[config.mk]
export PLATFORM = sky130hd
export DESIGN_NAME = dispatch_queue
export DESIGN_NICKNAME = d
export VERILOG_FILES = /design/src/rtl/dispatch_queue.sv
export SDC_FILE = /design/constraint.sdc
export NUM_CORES = 2
export LEC_CHECK = 0
export CAP_MARGIN = 20
export CELL_PAD_IN_SITES_DETAIL_PLACEMENT = 0
export CELL_PAD_IN_SITES_GLOBAL_PLACEMENT = 1
export CORE_ASPECT_RATIO = 2
export CORE_MARGIN = 4
export CORE_UTILIZATION = 45
export CTS_CLUSTER_DIAMETER = 200
export CTS_CLUSTER_SIZE = 28
export DETAILED_ROUTE_END_ITERATION = 16
export PLACE_DENSITY_LB_ADDON = 0.1
export SYNTH_ARGS = -nofsm -noshare
export SYNTH_HDL_FRONTEND = slang
export SYNTH_SLANG_ARGS = --single-unit
[constraint.sdc]
create_clock -name clk -period 12.3 [get_ports clk]
set_input_delay 2.46 -clock clk [delete_from_list [all_inputs] [get_ports clk]]
set_output_delay 2.46 -clock clk [all_outputs]
set_load 0.05 [all_outputs]
[src/rtl/dispatch_queue.sv]
`default_nettype none
// ============================================================================
// Module   : dispatch_queue
// Purpose  : In-order circular buffer between rename and the issue queue.
//            Accepts up to IN_WIDTH renamed instructions per cycle and
//            presents the OUT_WIDTH oldest entries combinationally.
// Ports    : clk, rst_n (sync, active-low), flush (empties the queue)
//            enq_*  : per-lane enqueue (lanes contiguous from lane 0)
//            full   : fewer than IN_WIDTH free slots (registered state only)
//            deq_*  : lane j shows the j-th oldest entry; deq_num retires
//            wb_*   : writeback wakeup broadcast
//            count  : occupied entries
// Option   : DISPATCH_QUEUE_WAKEUP_EN - snoop wb_tag to set operand-ready bits
//            (stored and bypassed to deq_*_valid). Undefined: wb_* ignored.
// Revision : 1.0 - initial release
// ============================================================================
module dispatch_queue #(
    parameter int IN_WIDTH      = 2,
    parameter int OUT_WIDTH     = 2,
    parameter int DEPTH         = 8,
    parameter int TAG_WIDTH     = 6,
    parameter int PAYLOAD_WIDTH = 128,
    parameter int WB_PORTS      = 2
) (
    input  logic                               clk,
    input  logic                               rst_n,
    input  logic                               flush,
    input  logic                               enq_en        [0:IN_WIDTH-1],
    input  logic [TAG_WIDTH-1:0]               enq_op1       [0:IN_WIDTH-1],
    input  logic [TAG_WIDTH-1:0]               enq_op2       [0:IN_WIDTH-1],
    input  logic                               enq_op1_valid [0:IN_WIDTH-1],
    input  logic                               enq_op2_valid [0:IN_WIDTH-1],
    input  logic [PAYLOAD_WIDTH-1:0]           enq_payload   [0:IN_WIDTH-1],
    output logic                               full,
    output logic                               deq_valid     [0:OUT_WIDTH-1],
    output logic [TAG_WIDTH-1:0]               deq_op1       [0:OUT_WIDTH-1],
    output logic [TAG_WIDTH-1:0]               deq_op2       [0:OUT_WIDTH-1],
    output logic                               deq_op1_valid [0:OUT_WIDTH-1],
    output logic                               deq_op2_valid [0:OUT_WIDTH-1],
    output logic [PAYLOAD_WIDTH-1:0]           deq_payload   [0:OUT_WIDTH-1],
    input  logic [$clog2(OUT_WIDTH+1)-1:0]     deq_num,
    input  logic                               wb_en         [0:WB_PORTS-1],
    input  logic [TAG_WIDTH-1:0]               wb_tag        [0:WB_PORTS-1],
    output logic [$clog2(DEPTH+1)-1:0]         count
);

    localparam int c_ptr_w = $clog2(DEPTH);
    localparam int c_cnt_w = $clog2(DEPTH+1);
    // full when free slots (DEPTH - count) < IN_WIDTH, i.e. count > DEPTH - IN_WIDTH
    localparam logic [c_cnt_w-1:0] c_full_thresh = c_cnt_w'(DEPTH - IN_WIDTH);

    logic [c_ptr_w-1:0]       r_head;
    logic [c_ptr_w-1:0]       r_tail;
    logic [c_cnt_w-1:0]       r_count;
    logic [TAG_WIDTH-1:0]     r_op1     [DEPTH];
    logic [TAG_WIDTH-1:0]     r_op2     [DEPTH];
    logic                     r_op1_v   [DEPTH];
    logic                     r_op2_v   [DEPTH];
    logic [PAYLOAD_WIDTH-1:0] r_payload [DEPTH];

    logic                     w_enq_fire;
    logic [c_cnt_w-1:0]       w_enq_k;
    logic                     w_enq_gap;
    logic                     w_wake_op1     [DEPTH];
    logic                     w_wake_op2     [DEPTH];
    logic                     w_enq_wake_op1 [IN_WIDTH];
    logic                     w_enq_wake_op2 [IN_WIDTH];
    logic [c_ptr_w-1:0]       w_deq_idx      [OUT_WIDTH];

    assign full       = r_count > c_full_thresh;
    assign count      = r_count;
    assign w_enq_fire = !full && !flush;

    // Lane count actually written this cycle (zero when blocked).
    always_comb begin
        w_enq_k   = '0;
        w_enq_gap = 1'b0;
        for (int l = 0; l < IN_WIDTH; l++) begin
            if (enq_en[l]) w_enq_k = w_enq_k + c_cnt_w'(1);
        end
        for (int l = 1; l < IN_WIDTH; l++) begin
            if (enq_en[l] && !enq_en[l-1]) w_enq_gap = 1'b1;
        end
        if (!w_enq_fire) w_enq_k = '0;
    end

`ifdef DISPATCH_QUEUE_WAKEUP_EN
    // Tag match against every broadcast port, for resident slots and incoming lanes.
    always_comb begin
        for (int i = 0; i < DEPTH; i++) begin
            w_wake_op1[i] = 1'b0;
            w_wake_op2[i] = 1'b0;
            for (int p = 0; p < WB_PORTS; p++) begin
                if (wb_en[p] && (wb_tag[p] == r_op1[i])) w_wake_op1[i] = 1'b1;
                if (wb_en[p] && (wb_tag[p] == r_op2[i])) w_wake_op2[i] = 1'b1;
            end
        end
        for (int l = 0; l < IN_WIDTH; l++) begin
            w_enq_wake_op1[l] = 1'b0;
            w_enq_wake_op2[l] = 1'b0;
            for (int p = 0; p < WB_PORTS; p++) begin
                if (wb_en[p] && (wb_tag[p] == enq_op1[l])) w_enq_wake_op1[l] = 1'b1;
                if (wb_en[p] && (wb_tag[p] == enq_op2[l])) w_enq_wake_op2[l] = 1'b1;
            end
        end
    end
`else
    logic w_unused_wb;

    always_comb begin
        for (int i = 0; i < DEPTH; i++) begin
            w_wake_op1[i] = 1'b0;
            w_wake_op2[i] = 1'b0;
        end
        for (int l = 0; l < IN_WIDTH; l++) begin
            w_enq_wake_op1[l] = 1'b0;
            w_enq_wake_op2[l] = 1'b0;
        end
        w_unused_wb = 1'b0;
        for (int p = 0; p < WB_PORTS; p++) begin
            w_unused_wb = w_unused_wb ^ wb_en[p] ^ (^wb_tag[p]);
        end
    end
`endif

    // Entry storage needs no reset: occupancy is tracked by head/tail/count.
    // Wakeup is applied first so a same-cycle enqueue into a slot wins.
    always_ff @(posedge clk) begin
        for (int i = 0; i < DEPTH; i++) begin
            r_op1_v[i] <= r_op1_v[i] | w_wake_op1[i];
            r_op2_v[i] <= r_op2_v[i] | w_wake_op2[i];
        end
        for (int l = 0; l < IN_WIDTH; l++) begin
            if (w_enq_fire && enq_en[l]) begin
                r_op1[r_tail + c_ptr_w'(l)]     <= enq_op1[l];
                r_op2[r_tail + c_ptr_w'(l)]     <= enq_op2[l];
                r_op1_v[r_tail + c_ptr_w'(l)]   <= enq_op1_valid[l] | w_enq_wake_op1[l];
                r_op2_v[r_tail + c_ptr_w'(l)]   <= enq_op2_valid[l] | w_enq_wake_op2[l];
                r_payload[r_tail + c_ptr_w'(l)] <= enq_payload[l];
            end
        end
    end

    // Pointers and occupancy; flush has priority over everything else.
    always_ff @(posedge clk) begin
        if (!rst_n || flush) begin
            r_head  <= '0;
            r_tail  <= '0;
            r_count <= '0;
        end else begin
            r_head  <= r_head + c_ptr_w'(deq_num);
            r_tail  <= r_tail + c_ptr_w'(w_enq_k);
            r_count <= r_count + w_enq_k - c_cnt_w'(deq_num);
        end
    end

    for (genvar j = 0; j < OUT_WIDTH; j++) begin : g_deq_lane
        assign w_deq_idx[j]     = r_head + c_ptr_w'(j);
        assign deq_valid[j]     = c_cnt_w'(j) < r_count;
        assign deq_op1[j]       = r_op1[w_deq_idx[j]];
        assign deq_op2[j]       = r_op2[w_deq_idx[j]];
        assign deq_op1_valid[j] = r_op1_v[w_deq_idx[j]] | w_wake_op1[w_deq_idx[j]];
        assign deq_op2_valid[j] = r_op2_v[w_deq_idx[j]] | w_wake_op2[w_deq_idx[j]];
        assign deq_payload[j]   = r_payload[w_deq_idx[j]];
    end

    a_enq_contiguous: assert property (@(posedge clk) disable iff (!rst_n) !w_enq_gap);
    a_deq_in_range:   assert property (@(posedge clk) disable iff (!rst_n || flush)
                                       c_cnt_w'(deq_num) <= r_count);

endmodule
`default_nettype wire

; ---- After elaboration in Yosys (flattened, before gate mapping)
; Memory sizes are Yosys's and may differ from the RTL's. A register that Yosys moved wholly into a read port is not among the register bits.
; Index checks and enable logic that the tools add are counted.
[totals]
reg_bits = 10
ramBits = 1136
mem_bits_ro = 16
in_bits = 305
mem_count = 7
[memory_table]
columns = name, depth, width, rd, rd_ports_with_merged_regs, wr, line
row1 = r_payload, 8, 128, 2, 1, 2, 59  ; logic [PAYLOAD_WIDTH-1:0] r_payload [DEPTH];
row2 = r_op1, 8, 6, 2, 1, 2, 55  ; logic [TAG_WIDTH-1:0] r_op1 [DEPTH];
row3 = r_op2, 8, 6, 2, 1, 2, 56  ; logic [TAG_WIDTH-1:0] r_op2 [DEPTH];
row4 = (name not given), 8, 1, 1, 0, 0, 162  ; assign deq_op1_valid[j] = r_op1_v[w_deq_idx[j]] | w_wake_op1[w_deq_idx[j]];
row5 = (name not given), 8, 1, 1, 0, 0, 162
row6 = r_op1_v, 8, 1, 2, 1, 2, 57  ; logic r_op1_v [DEPTH];
row7 = +1 memories, n/a, n/a, n/a, n/a, n/a, n/a
[classes]
n_addsub = 7
n_lt_le_gt_ge = 5
eq_ne = 1
muxes = 64
bitwise = 6
reduce_logical = 23
[ops]
columns = op, count
row1 = $mux 3, 21
row2 = $mux 1, 41
row3 = $reduce_or 1->1, 16
row4 = $ge 4x4->1 const B, 2
row5 = $lt 1x4->1 const A, 2
row6 = $mux 4, 2
row7 = $not 3->4, 2
row8 = $add 3x1->3 const B, 2
row9 = $add 4x1->4 const B, 1
row10 = $add 4x4->4, 1
row11 = $gt 4x3->1 const B, 1
row12 = $or 1x1->1, 4
row13 = $sub 4x2->4, 1
row14 = $add 3x2->3, 1
row15 = $add 3x3->3, 1
row16 = $logic_and 1x1->1, 3
row17 = $logic_not 1->1, 3
row18 = $logic_or 1x1->1, 1
row19 = $ne 0x0->1, 1

; ---- Longest topological paths before layout
[depth]
depth_word = 9
depth_mapped = 11
depth_no_buf = 11

; ---- Worst setup path before layout
; No wires, ideal clock.
[synth_timing]
path_kind = input -> register
start = input flush
end = memory r_op1[7][0] (enable)
t_arrival_ns = 9.744
t_required_ns = 11.610
setup_slack_ns = 1.865
path_stages = 3
n_path_buf = 1
path_cell_list = a311o_1 buf_6 a21oi_1
[synth_lines]
columns = element, line
row1 = from (decl), 27  ; input logic flush,
row2 = to (decl), 55

==> impl_metrics.ini <==
[status]
outcome = finished clean

[placement]
place.gp.congestion = 0.7438
placement.cell_area_um2 = 73370
hpwlAfterDp_um = 112000
placement.io_buffers = 581

[floorplanning]
design.die.area_um2 = 152800
boundaryPins = 596
fp.dieW_um = 278.4
rows = 198
starting_density_pct = 45.25
core-area_um2 = 145400
die_span_in_y_um = 548.8

[synth]
netlist_instances = 3514
synthesis.area_per_instance_um2 = 18.72
netlist.top_cell.by_area = edfxtp_1
ys_seq_area_share_pct = 52.15
most_instantiated_cells_after_synthesis = mux2_2, edfxtp_1, mux4_2
synth.lib_cells_used.distinct = 32
syn-cell-area_um2 = 65800
synth.yosys.warnings = 0
synth-edff-count = 1136
synthArstFlopShare_pct = 0
yosys-top-cells-area = edfxtp_1, mux2_2, mux4_2, mux2_4, buf_2
total_of_flip_flops_plus_latches_after_synthesis = 1146
synthFlopType = edfxtp_1
synth_top_cell_area_share_pct = 51.84
synth_fp_nets = 3834
synth.most_common_cell = mux2_2

[drt]
via_count = 37110
routed_via_density = 6.321
routedWlPerCell_um = 33.63
drtAntennaViolNets = 0
drt_first_pass_iters = 5
initial_drc_count = 2754
post-route-drc-count = 0
wirelength_um = 197400

[setup_path]
most_common_cell_on_crit_path = buf_4
worst_setup_path_end_kind = output port
critical_path.startpoint_type = flop
critical_path_required_ns = 9.84
worst_path_dominant_cell_family = buffers and inverters
cpMaxStageDelayCell = dfxtp_4
worst-r2r-setup-slack_ns = 7.89
criticalPathCategory = flop to output port
cp_cell_sequence = buf_4 -> buf_4 -> buf_4 -> mux4_2 -> mux2_2 -> clkdlybuf4s50_1
cp.buffers_inverters = 4
worst-path-max-fanout = 49
critical_path_arrival_ns = 5.57
max_stage_delay_ns = 0.84

[run]
max-cap-violations = 0

[grt]
vias_in_the_first_global_route = 40350
grtUsageMet3_pct = 6.619
grt_start_max_net_pins = 121
total_routing_usage_reported_by_global_routing_pct = 25.36
globalRouteOverflowTotal = 0
global_route_wire_length_before_repair_um = 284000
antenna_found_initial = 60
met2_global_route_usage_pct = 42.94
grt_busiest_layer = met2
met1_routing_resource_usage_after_global_routing_pct = 33.62

[clock_network]
cts_tree = done
number_of_hold_buffers_added_after_cts = 0
numCtsBuffers = 46
cts_num_sinks = 1146
ctsRootBufferMaster = clkbuf_16
post_cts_resize_count = 0
max-clock-path-buffers = 3
ctsHtreeMaxLevel = 2
worst_skew_pair.late_latency_ns = 0.68
postCtsSetupRepairBufs = 0
cts.reportedPaths.clkPinSlew_ns = 0.11

[final_layout]
finalNetCount = 4243
final_layout_size_suffix_gt1_share_pct = 52.92
area_delta_synth_final_pct = 13.58
finished_layout_cell_area_um2 = 74730
fillerInstances = 11950

[pwr]
net-switching-power_mw = 2.486
power.internal_mw = 6.068
comb_power_share_pct = 24.9
pwr-share-seq_pct = 52.2
vdd_drop_max_mv = 0.1374
switching_share_pct = 29.06
power.density_cell_area_nw_per_um2 = 114.5
clock_power_share_pct = 22.9
leakage_power_total_nw = 23.59

[timing]
fmax_mhz = 124.5
fin_crit_sh_pct = 65.30
max_slew_violation_total_from_the_final_report = 0
slew_headroom_pct = 26.44
final_hold_viol_count = 0
grt_setup_unrepaired = false
worst_slew_pin_slew_ns = 1.101
finalSetupViolCount = 0
clock-skew-final_ns = 0.03126
min_period_ns = 8.032
timing.setup.tns_ns = 0

[hold_path]
worstHoldPathType = flop to flop
logic make-up (layout without fill, tap and decap cells):
family,count (synthesis),after routing,synth area share [%]
mux,1988,1988,44.66
flops,1146,1146,52.15
buf+inv,299,719,2.257
simple gates,47,47,0.3765
fa+ha+maj,15,15,0.3309
compound gates,12,12,0.1369
xor+xnor,7,7,0.09318
other cells,0,36,0
worst register-to-register path: cells and delay by family (launching register included):
family          cells  cell delay (ns)
buf+inv             3             1.66
simple gates        1             0.77
compound gates      1             0.58
mux                 1             0.48
flops               1             0.42
fa+ha+maj           1             0.23
cells in the final DEF (no fill, tap or decap), types with 2 or more instances in the layout:
cell type / synthesis / final
a21oi_4: 0 / 4
a22oi_1: 2 / 2
a32oi_1: 2 / 2
and2_1: 6 / 6
and3_4: 0 / 2
buf_12: 0 / 12
buf_4: 0 / 55
clkbuf_1: 78 / 9
clkbuf_16: 0 / 49
clkdlybuf4s50_1: 0 / 581
dfxtp_1: 10 / 7
dfxtp_4: 0 / 3
diode_2: 0 / 36
edfxtp_1: 1136 / 1136
fa_1: 4 / 4
ha_1: 11 / 10
inv_1: 12 / 12
mux2_1: 47 / 47
mux2_2: 1213 / 1213
mux2_4: 160 / 160
mux4_2: 568 / 568
nand2_1: 5 / 5
nand3_1: 9 / 7
nand3_4: 0 / 2
nor2_1: 12 / 8
nor2_4: 0 / 4
nor2b_1: 5 / 5
or2_4: 0 / 4
xnor2_1: 4 / 4
xor2_1: 3 / 2
per-stage QoR:
step	instances	utilization [%]	setup slack (ns)	hold WS (ns)	power [mW]
floorplan	3514	-	1.865	0.5618	5.951
global placement	5775	50.45	4.895	0.6461	6.687
detailed placement	5775	50.45	4.859	0.6432	6.698
CTS	5834	51.33	4.068	0.6699	8.654
global route	5844	51.34	3.831	0.7275	8.857
finish	5870	51.39	4.268	0.6778	8.554
area by class of cell:
class                   count  area [µm²]  area share [%]
diodes                     36       90.09          0.1205
clock buffers              59        1274           1.704
inverters                  12       45.04         0.06027
multi-input cells        2069       30150           40.35
flip-flops and latches   1146       34320           45.93
well taps                1900        2377           3.181
repair buffers            648        6469           8.656
state kept, by name, indices dropped and copies added, names as in the netlist:
name	flops
r_tail	3
r_op1	48
r_payload	1024
count	4
r_op1_v	8
r_op2	48
r_head	3
r_op2_v	8
final timing paths:
check	cells past startpoint	from	to
max	6	r_head[0]	deq_payload[89]
min	2	count[0]	count[0]
max reg2reg	7	count[3]	r_payload[5][87]
min reg2reg	2	count[0]	count[0]
power by group through the flow:
| stage | Combinational (mW) | Sequential (mW) | Clock [mW] |
|---|---|---|---|
| after floorplan | 1.39 | 4.56 | 0 |
| after global placement | 2.14 | 4.55 | 0 |
| after detailed placement | 2.14 | 4.56 | 0 |
| after CTS | 2.15 | 4.47 | 2.04 |
| after global routing | 2.24 | 4.48 | 2.14 |
| final | 2.13 | 4.47 | 1.96 |
layer usage:
layer  wire length [µm]  vias to the layer above
met2              98030                     1148
met5                270                        -
met4               3095                       42
li1                   -                    15580
met3              16120                      161
met1              79870                    20170
Note: power is estimated with default switching activity, not from simulation.
